--- config.mk ---
export PLATFORM = sky130hd
export DESIGN_NAME = mips_run_ctrl
export DESIGN_NICKNAME = d
export VERILOG_FILES = /design/src/rtl/mips_run_ctrl.sv
export SDC_FILE = /design/constraint.sdc
export NUM_CORES = 1
export LEC_CHECK = 0
export ABC_CLOCK_PERIOD_IN_PS = 4100
export BUFFER_PORTS_ARGS = -buffer_cell sky130_fd_sc_hd__buf_2
export CAP_MARGIN = 20
export CORE_ASPECT_RATIO = 0.5
export CORE_UTILIZATION = 45
export CTS_CLUSTER_SIZE = 40
export DETAILED_ROUTE_END_ITERATION = 10
export GPL_ROUTABILITY_DRIVEN = 0
export MAX_ROUTING_LAYER = met4
export PLACE_DENSITY = 0.78
export SLEW_MARGIN = 5
export SYNTH_ARGS = -nofsm -noshare
export SYNTH_HDL_FRONTEND = slang
export SYNTH_SLANG_ARGS = --single-unit
--- constraint.sdc ---
create_clock -name i_clk -period 4.1 [get_ports i_clk]
set_clock_uncertainty 0.15 [all_clocks]
set_input_delay 0.82 -clock i_clk [delete_from_list [all_inputs] [get_ports i_clk]]
set_output_delay 0.82 -clock i_clk [all_outputs]
set_load 0.005 [all_outputs]
--- src/rtl/mips_run_ctrl.sv ---
// mips_run_ctrl: run/step/halt controller for the single-cycle MIPS core.
// Gates the core's state-update enable (free run, bounded run, single step,
// PC breakpoint halt) and streams the 32 register-file entries while halted.
// Optional feature: define MIPS_RUN_CTRL_BP_EN to build the PC breakpoint
// logic; without it bp_addr is ignored and cause 2'b11 is never reported.
module mips_run_ctrl #(
  parameter int ADDR_W = 32,
  parameter int CNT_W  = 32
) (
  input  logic              i_clk,
  input  logic              i_rst_n,
  input  logic              i_cmd_valid,
  output logic              o_cmd_ready,
  input  logic [1:0]        i_cmd_op,
  input  logic [CNT_W-1:0]  i_cmd_arg,
  input  logic [ADDR_W-1:0] i_bp_addr,
  input  logic [ADDR_W-1:0] i_pc_in,
  output logic              o_cpu_en,
  output logic [4:0]        o_rf_raddr,
  input  logic [31:0]       i_rf_rdata,
  output logic              o_dump_valid,
  input  logic              i_dump_ready,
  output logic [4:0]        o_dump_idx,
  output logic [31:0]       o_dump_data,
  output logic              o_halted,
  output logic [1:0]        o_halt_cause,
  output logic [CNT_W-1:0]  o_cycle_count
);

  localparam logic [1:0] S_IDLE = 2'd0;
  localparam logic [1:0] S_RUN  = 2'd1;
  localparam logic [1:0] S_STEP = 2'd2;
  localparam logic [1:0] S_DUMP = 2'd3;

  localparam logic [1:0] OP_RUN  = 2'b00;
  localparam logic [1:0] OP_STEP = 2'b01;
  localparam logic [1:0] OP_HALT = 2'b10;
  localparam logic [1:0] OP_DUMP = 2'b11;

  localparam logic [1:0] C_STEP  = 2'b00;
  localparam logic [1:0] C_HALT  = 2'b01;
  localparam logic [1:0] C_LIMIT = 2'b10;
  localparam logic [1:0] C_BP    = 2'b11;

  logic [1:0]       r_state;
  logic [CNT_W-1:0] r_remain;
  logic [4:0]       r_dump_idx;
  logic [1:0]       r_cause;
  logic [CNT_W-1:0] r_cycle_cnt;

  logic w_cmd_ready;
  logic w_cmd_acc;
  logic w_bp_hit;
  logic w_cpu_en;
  logic w_beat;

  // Command acceptance: anything from IDLE, only HALT while running.
  always_comb begin
    w_cmd_ready = 1'b0;
    case (r_state)
      S_IDLE:  w_cmd_ready = 1'b1;
      S_RUN:   w_cmd_ready = (i_cmd_op == OP_HALT);
      default: w_cmd_ready = 1'b0;
    endcase
  end

  assign w_cmd_acc = i_cmd_valid && w_cmd_ready;

`ifdef MIPS_RUN_CTRL_BP_EN
  logic r_bp_skip;

  assign w_bp_hit = (i_pc_in == i_bp_addr) && !r_bp_skip;

  // Resuming from the breakpoint PC must execute that instruction once, so
  // the match is masked until the first enabled cycle has retired it.
  always_ff @(posedge i_clk) begin
    if (!i_rst_n)
      r_bp_skip <= 1'b0;
    else if (r_state == S_IDLE && w_cmd_acc && i_cmd_op == OP_RUN)
      r_bp_skip <= (i_pc_in == i_bp_addr);
    else if (w_cpu_en)
      r_bp_skip <= 1'b0;
  end
`else
  logic w_unused_bp;

  assign w_bp_hit    = 1'b0;
  assign w_unused_bp = ^{i_bp_addr, i_pc_in};
`endif

  // Breakpoint cuts the enable in the matching cycle so that instruction
  // never commits.
  assign w_cpu_en = (r_state == S_RUN && !w_bp_hit) || (r_state == S_STEP);
  assign w_beat   = (r_state == S_DUMP) && i_dump_ready;

  // Control FSM: command decode, run exits in priority order, dump walk.
  always_ff @(posedge i_clk) begin
    if (!i_rst_n) begin
      r_state    <= S_IDLE;
      r_remain   <= '0;
      r_dump_idx <= '0;
      r_cause    <= C_STEP;
    end else begin
      case (r_state)
        S_IDLE: begin
          if (w_cmd_acc) begin
            case (i_cmd_op)
              OP_RUN: begin
                r_remain <= i_cmd_arg;
                r_state  <= S_RUN;
              end
              OP_STEP: r_state <= S_STEP;
              OP_DUMP: begin
                r_dump_idx <= '0;
                r_state    <= S_DUMP;
              end
              default: ;
            endcase
          end
        end
        S_RUN: begin
          // A zero limit never reaches 1, so it runs until HALT/breakpoint.
          if (w_cpu_en && r_remain != '0)
            r_remain <= r_remain - CNT_W'(1);
          if (w_bp_hit) begin
            r_state <= S_IDLE;
            r_cause <= C_BP;
          end else if (w_cpu_en && r_remain == CNT_W'(1)) begin
            r_state <= S_IDLE;
            r_cause <= C_LIMIT;
          end else if (w_cmd_acc) begin
            r_state <= S_IDLE;
            r_cause <= C_HALT;
          end
        end
        S_STEP: begin
          r_state <= S_IDLE;
          r_cause <= C_STEP;
        end
        default: begin
          if (w_beat) begin
            r_dump_idx <= r_dump_idx + 5'd1;
            if (r_dump_idx == 5'd31)
              r_state <= S_IDLE;
          end
        end
      endcase
    end
  end

  // Retired-instruction counter, sticks at all-ones.
  always_ff @(posedge i_clk) begin
    if (!i_rst_n)
      r_cycle_cnt <= '0;
    else if (w_cpu_en && r_cycle_cnt != '1)
      r_cycle_cnt <= r_cycle_cnt + CNT_W'(1);
  end

  assign o_cmd_ready   = w_cmd_ready;
  assign o_cpu_en      = w_cpu_en;
  assign o_rf_raddr    = r_dump_idx;
  assign o_dump_valid  = (r_state == S_DUMP);
  assign o_dump_idx    = r_dump_idx;
  assign o_dump_data   = i_rf_rdata;
  assign o_halted      = (r_state == S_IDLE);
  assign o_halt_cause  = r_cause;
  assign o_cycle_count = r_cycle_cnt;

endmodule

After elaboration in Yosys (flattened, before gate mapping). Cells that the tools add are included. W data, S select, Z words.

Bits in registers: 73. Input port bits: 134. Word-level logic and storage cells: 62. Output and inout bits: 80.

Bitwise logic cells: 1. Reduce and logical (&&, ||, !) cells: 19. Muxes and demuxes: 19. Add/subtract/negate cells: 3. Equality and inequality tests: 15.

Operators by type and width (number): $mux W32 (3); $pmux W32 S2 (1); $add A32 B1 Y32 const B (1); $eq A32 B1 Y1 const B (1); $ne A32 B32 Y1 const B (1); $reduce_bool A32 Y1 (1); $sub A32 B1 Y32 const B (1); $mux W5 (3); $mux W2 (7); $pmux W2 S3 (2); $pmux W5 S2 (1); $eq A2 B2 Y1 const B (4); $ne A2 B1 Y1 const B (4); $reduce_and A4 Y1 (2); $reduce_bool A4 Y1 (2); $reduce_bool A2 Y1 (3); $add A5 B1 Y5 const B (1); $eq A5 B5 Y1 const B (1); $logic_and A1 B1 Y1 (5); $reduce_and A5 Y1 (1); $eq A2 B1 Y1 const B (2); $logic_not A2 Y1 (2); $ne A4 B1 Y1 const B (1); $pmux W2 S2 (1); 6 further kinds (6).

Depth between registers and ports, before layout.
Depth in word-level cells: 6. Depth in mapped cells: 10. Gate-level depth less buffers: 8.

Least setup slack after synthesis. Ideal clock, no wire load.

Path kind: input to register. Start point: input port i_cmd_op[0]. End point: register r_remain[18]. Data required time: 3.858 ns. Path slack: 1.349 ns. Stages: 6. Library setup time: 0.092 ns. Arrival: 2.509 ns. Buffers on the path: 1. Cells stage by stage: nor4bb_1 > a21oi_1 > a311oi_2 > nor2_4 > buf_2 > o32ai_1.

Longest elaborated chain between the ends: 5. Elaborated cells on any way between the ends: 7. Those cells by class: 3 x eq/ne; 1 x mux; 3 x reduce/logical.

RTL lines: start: declaration (line 14) `input logic [1:0] i_cmd_op,`; $eq A2 B2 Y1 (line 62) `S_RUN: w_cmd_ready = (i_cmd_op == OP_HALT);`; $pmux W1 S2 (line 60) `case (r_state)`; $logic_and A1 B1 Y1 (line 67) `assign w_cmd_acc = i_cmd_valid && w_cmd_ready;`; $ne A2 B1 Y1 (no line); $reduce_and A4 Y1 (no line) (*); end signal: assignment (line 109) `r_remain <= i_cmd_arg;`; end signal: assignment (line 124) `r_remain <= r_remain - CNT_W'(1);`; end: declaration (line 46) `logic [CNT_W-1:0] r_remain;`.

Every way passes the cells marked *; elsewhere a longest branch is shown, timed or not. A chain may end at the register's enable or synchronous reset.

Worst setup path after layout.
Start point: register r_state[1]. End point: register r_remain[24].

Longest elaborated chain between the ends: 5. Elaborated cells on any way between the ends: 13. Those cells by class: 5 x eq/ne; 2 x mux; 6 x reduce/logical.

RTL lines: start: declaration (line 45) `logic [1:0] r_state;`; start signal: assignment (line 99) `r_state <= S_IDLE;`; start signal: assignment (line 110) `r_state <= S_RUN;`; start signal: assignment (line 112) `OP_STEP: r_state <= S_STEP;`; $eq A2 B1 Y1, or another cell as far along (line 60, 93, 104); $pmux W1 S2 / $logic_or A1 B1 Y1 (equally long branches) (line 60, 93); $logic_and A1 B1 Y1 (on tied branches) (line 67, 123); $ne A2 B1 Y1 (no line); $reduce_and A4 Y1 (no line).

Several ways; a longest one is shown, not always the timed one.

==> metrics.yaml <==
power_uw: 2320
leakage_uw: 0.00215
worstSetupPathType: "flip-flop to flip-flop"
grt.overflow.total: 0
dpl_cell_area_um2: 5080
avgSynthCellArea_um2: 7.67
synth-edff-count: 0
status: "finished, final reports clean"
place_inst: 788
rsz0062_at_grt: "no"
min_period_over_period_pct: 87.0
root_buffer: "clkbuf_16"
die_y_um: 75.2
stdcell_count: 802
end_kind: "flip-flop"
cts_tree: "done"
num_vias: 4979
design_area_um2: 5340
cpPeakStageDelay_ns: 1.07
cellPowerDensity_nw_per_um2: 434
hold_viol: 0
crit_path_start_kind: "flip-flop"
grt_pass1_wl_um: 21100
cts_setup_buffers: 0
dieWidth_um: 148
crit_chain: "inv_1, ha_1, clkinv_1, nand2_1, nand2_1, a32o_1"
dieArea_um2: 11100
async_reset_ff_share_pct: 0
io_pins: 214
hpwl_um: 9090
tns_ns: 0
drive_above_1_share_pct: 18.7
ys_seq_area_share_pct: 30.3
yosys_warnings: 0
port_buffers: 85
clk-insertion-delay-late_ns: 0.34
worst_r2r_startpoint: "r_state[1]"
hp-start: "r_remain[30]"
cp.required_ns: 4.18
ir_worst_vdd_v: 0.000175
drtPass1Iterations: 7
synth_area_um2: 4820
synthCells: 628
ys_types: 64
wl_per_cell_um: 16.5
cts.clk_slew.worst_paths_ns: 0.06
min_path_cells: 2
area_delta_synth_final_pct: 10.9
cts-hold-fix-buffers: 0
final.min_clock_period_ns: 3.57
initialDrtViolationCount: 423
clock_sinks: 73
r2r_cells: 6
cpMostUsedCell: "nand2_1"
antenna_found_initial: 0
worstPathArrival_ns: 3.65
setup_violations: 0
rows: 26
wl_um: 13200
fmax_ghz: 0.280
hold_path.class: "flip-flop to flip-flop"
vias_per_cell: 6.21
antennaDiodeCount: 0
syn_nets: 771
cpMaxStageDelayCell: "nand2_1"
report.final.slew_viol_count: 0
htreeDepth: 3
drv_cap: 0
drc: 0
fin_nets: 802
worstMarginPinSlew_ns: 1.04
relSlewSlack_pct: 30.3
core_um2: 10300
grt_pass1_vias: 4412
post_cts_resized: 0
synth-main-ff-cell: "dfxtp_1"
grt_usage_pct: 24.5
finalWorstSetupSlack_ns: 0.534
grt_max_degree: 59
final_cell_mix: "buf_2, nand2_1, dfxtp_1"
ant_nets: 0
start_util_pct: 46.7
final_common_cell: "buf_2"
dp_slack_ns: 0.660
critical_path.max_fanout: 29
ys_ff_latch: 73
crit_path_start: "r_state[1]"
cts_buffers: 9
clk_path_buf_depth: 2
## logic make-up (layout without fill, tap and decap cells)
logic type | Yosys count | after routing | share of synthesized area, %
buf+inv | 93 | 127 | 10.3
fa+ha+maj | 9 | 9 | 2.34
xor+xnor | 6 | 6 | 1.09
flops | 73 | 73 | 30.3
mux | 11 | 11 | 2.29
compound gates | 168 | 168 | 24.0
simple gates | 268 | 268 | 29.6
## critical path: cells and delay by family, from the launching register on
family                   cells  cell delay (ns)
adder cells (fa/ha/maj)      1             0.41
flip-flops                   1             0.34
AO/OA/AOI/OAI                1             0.33
AND/OR/NAND/NOR              2             1.40
buffers and inverters        2             0.83
## path summary, 6_finish.rpt
kind	end	slack, ns
hold reg to reg	r_remain[30]	0.32
setup / recovery	r_remain[24]	0.53
setup reg to reg	r_remain[24]	0.53
hold / removal	r_remain[30]	0.32
## synth_stat cells (12+ instances only)
master    number  area (um2)
a22oi_1       13        97.6
clkbuf_1      34         128
o32ai_1       15         131
nor4_1        15        93.8
buf_4         37         278
nor3_1        28         140
nand2_1       78         293
o21ai_0       18        90.1
a21oi_1       46         230
inv_1         13        48.8
nand4_1       18         113
or3_1         12        75.1
nand3_1       24         120
dfxtp_1       73        1460
nor2_1        26        97.6
## state kept, by name, summed over array words and instances, names as in the netlist
| signal | cells |
|---|---|
| o_cycle_count | 32 |
| o_dump_idx | 5 |
| o_halt_cause | 2 |
| r_remain | 32 |
| r_state | 2 |
## through the flow
step / hold slack, ns / utilization [%]
floorplan: 0.289 / -
global placement: 0.304 / 49.2
detailed placement: 0.305 / 49.2
CTS: 0.313 / 51.8
global route: 0.334 / 51.8
finish: 0.317 / 51.8
## per-layer routing
metal | track usage, % | part of all wire, % | vias up
li1 | - | - | 2412
met1 | 30.6 | 46 | 2348
met4 | 11.1 | 2.2 | 0
met3 | 5.09 | 6.0 | 45
met5 | - | 0 | -
met2 | 38.8 | 46 | 174
## power breakdown
part | internal (uW) | leakage (uW) | switching, uW
Sequential | 752 | 0.000591 | 50.6
Combinational | 282 | 0.00143 | 503
Clock | 437 | 0.000129 | 296
## cell type report
cell class / instances / area (um2)
multi-input cells: 462 / 2860
flip-flops and latches: 73 / 1460
repair buffers: 99 / 531
well taps: 140 / 175
clock buffers: 14 / 264
inverters: 14 / 52.6
fillers: 1007 / 4970
Note: power is estimated with default switching activity, not from simulation.
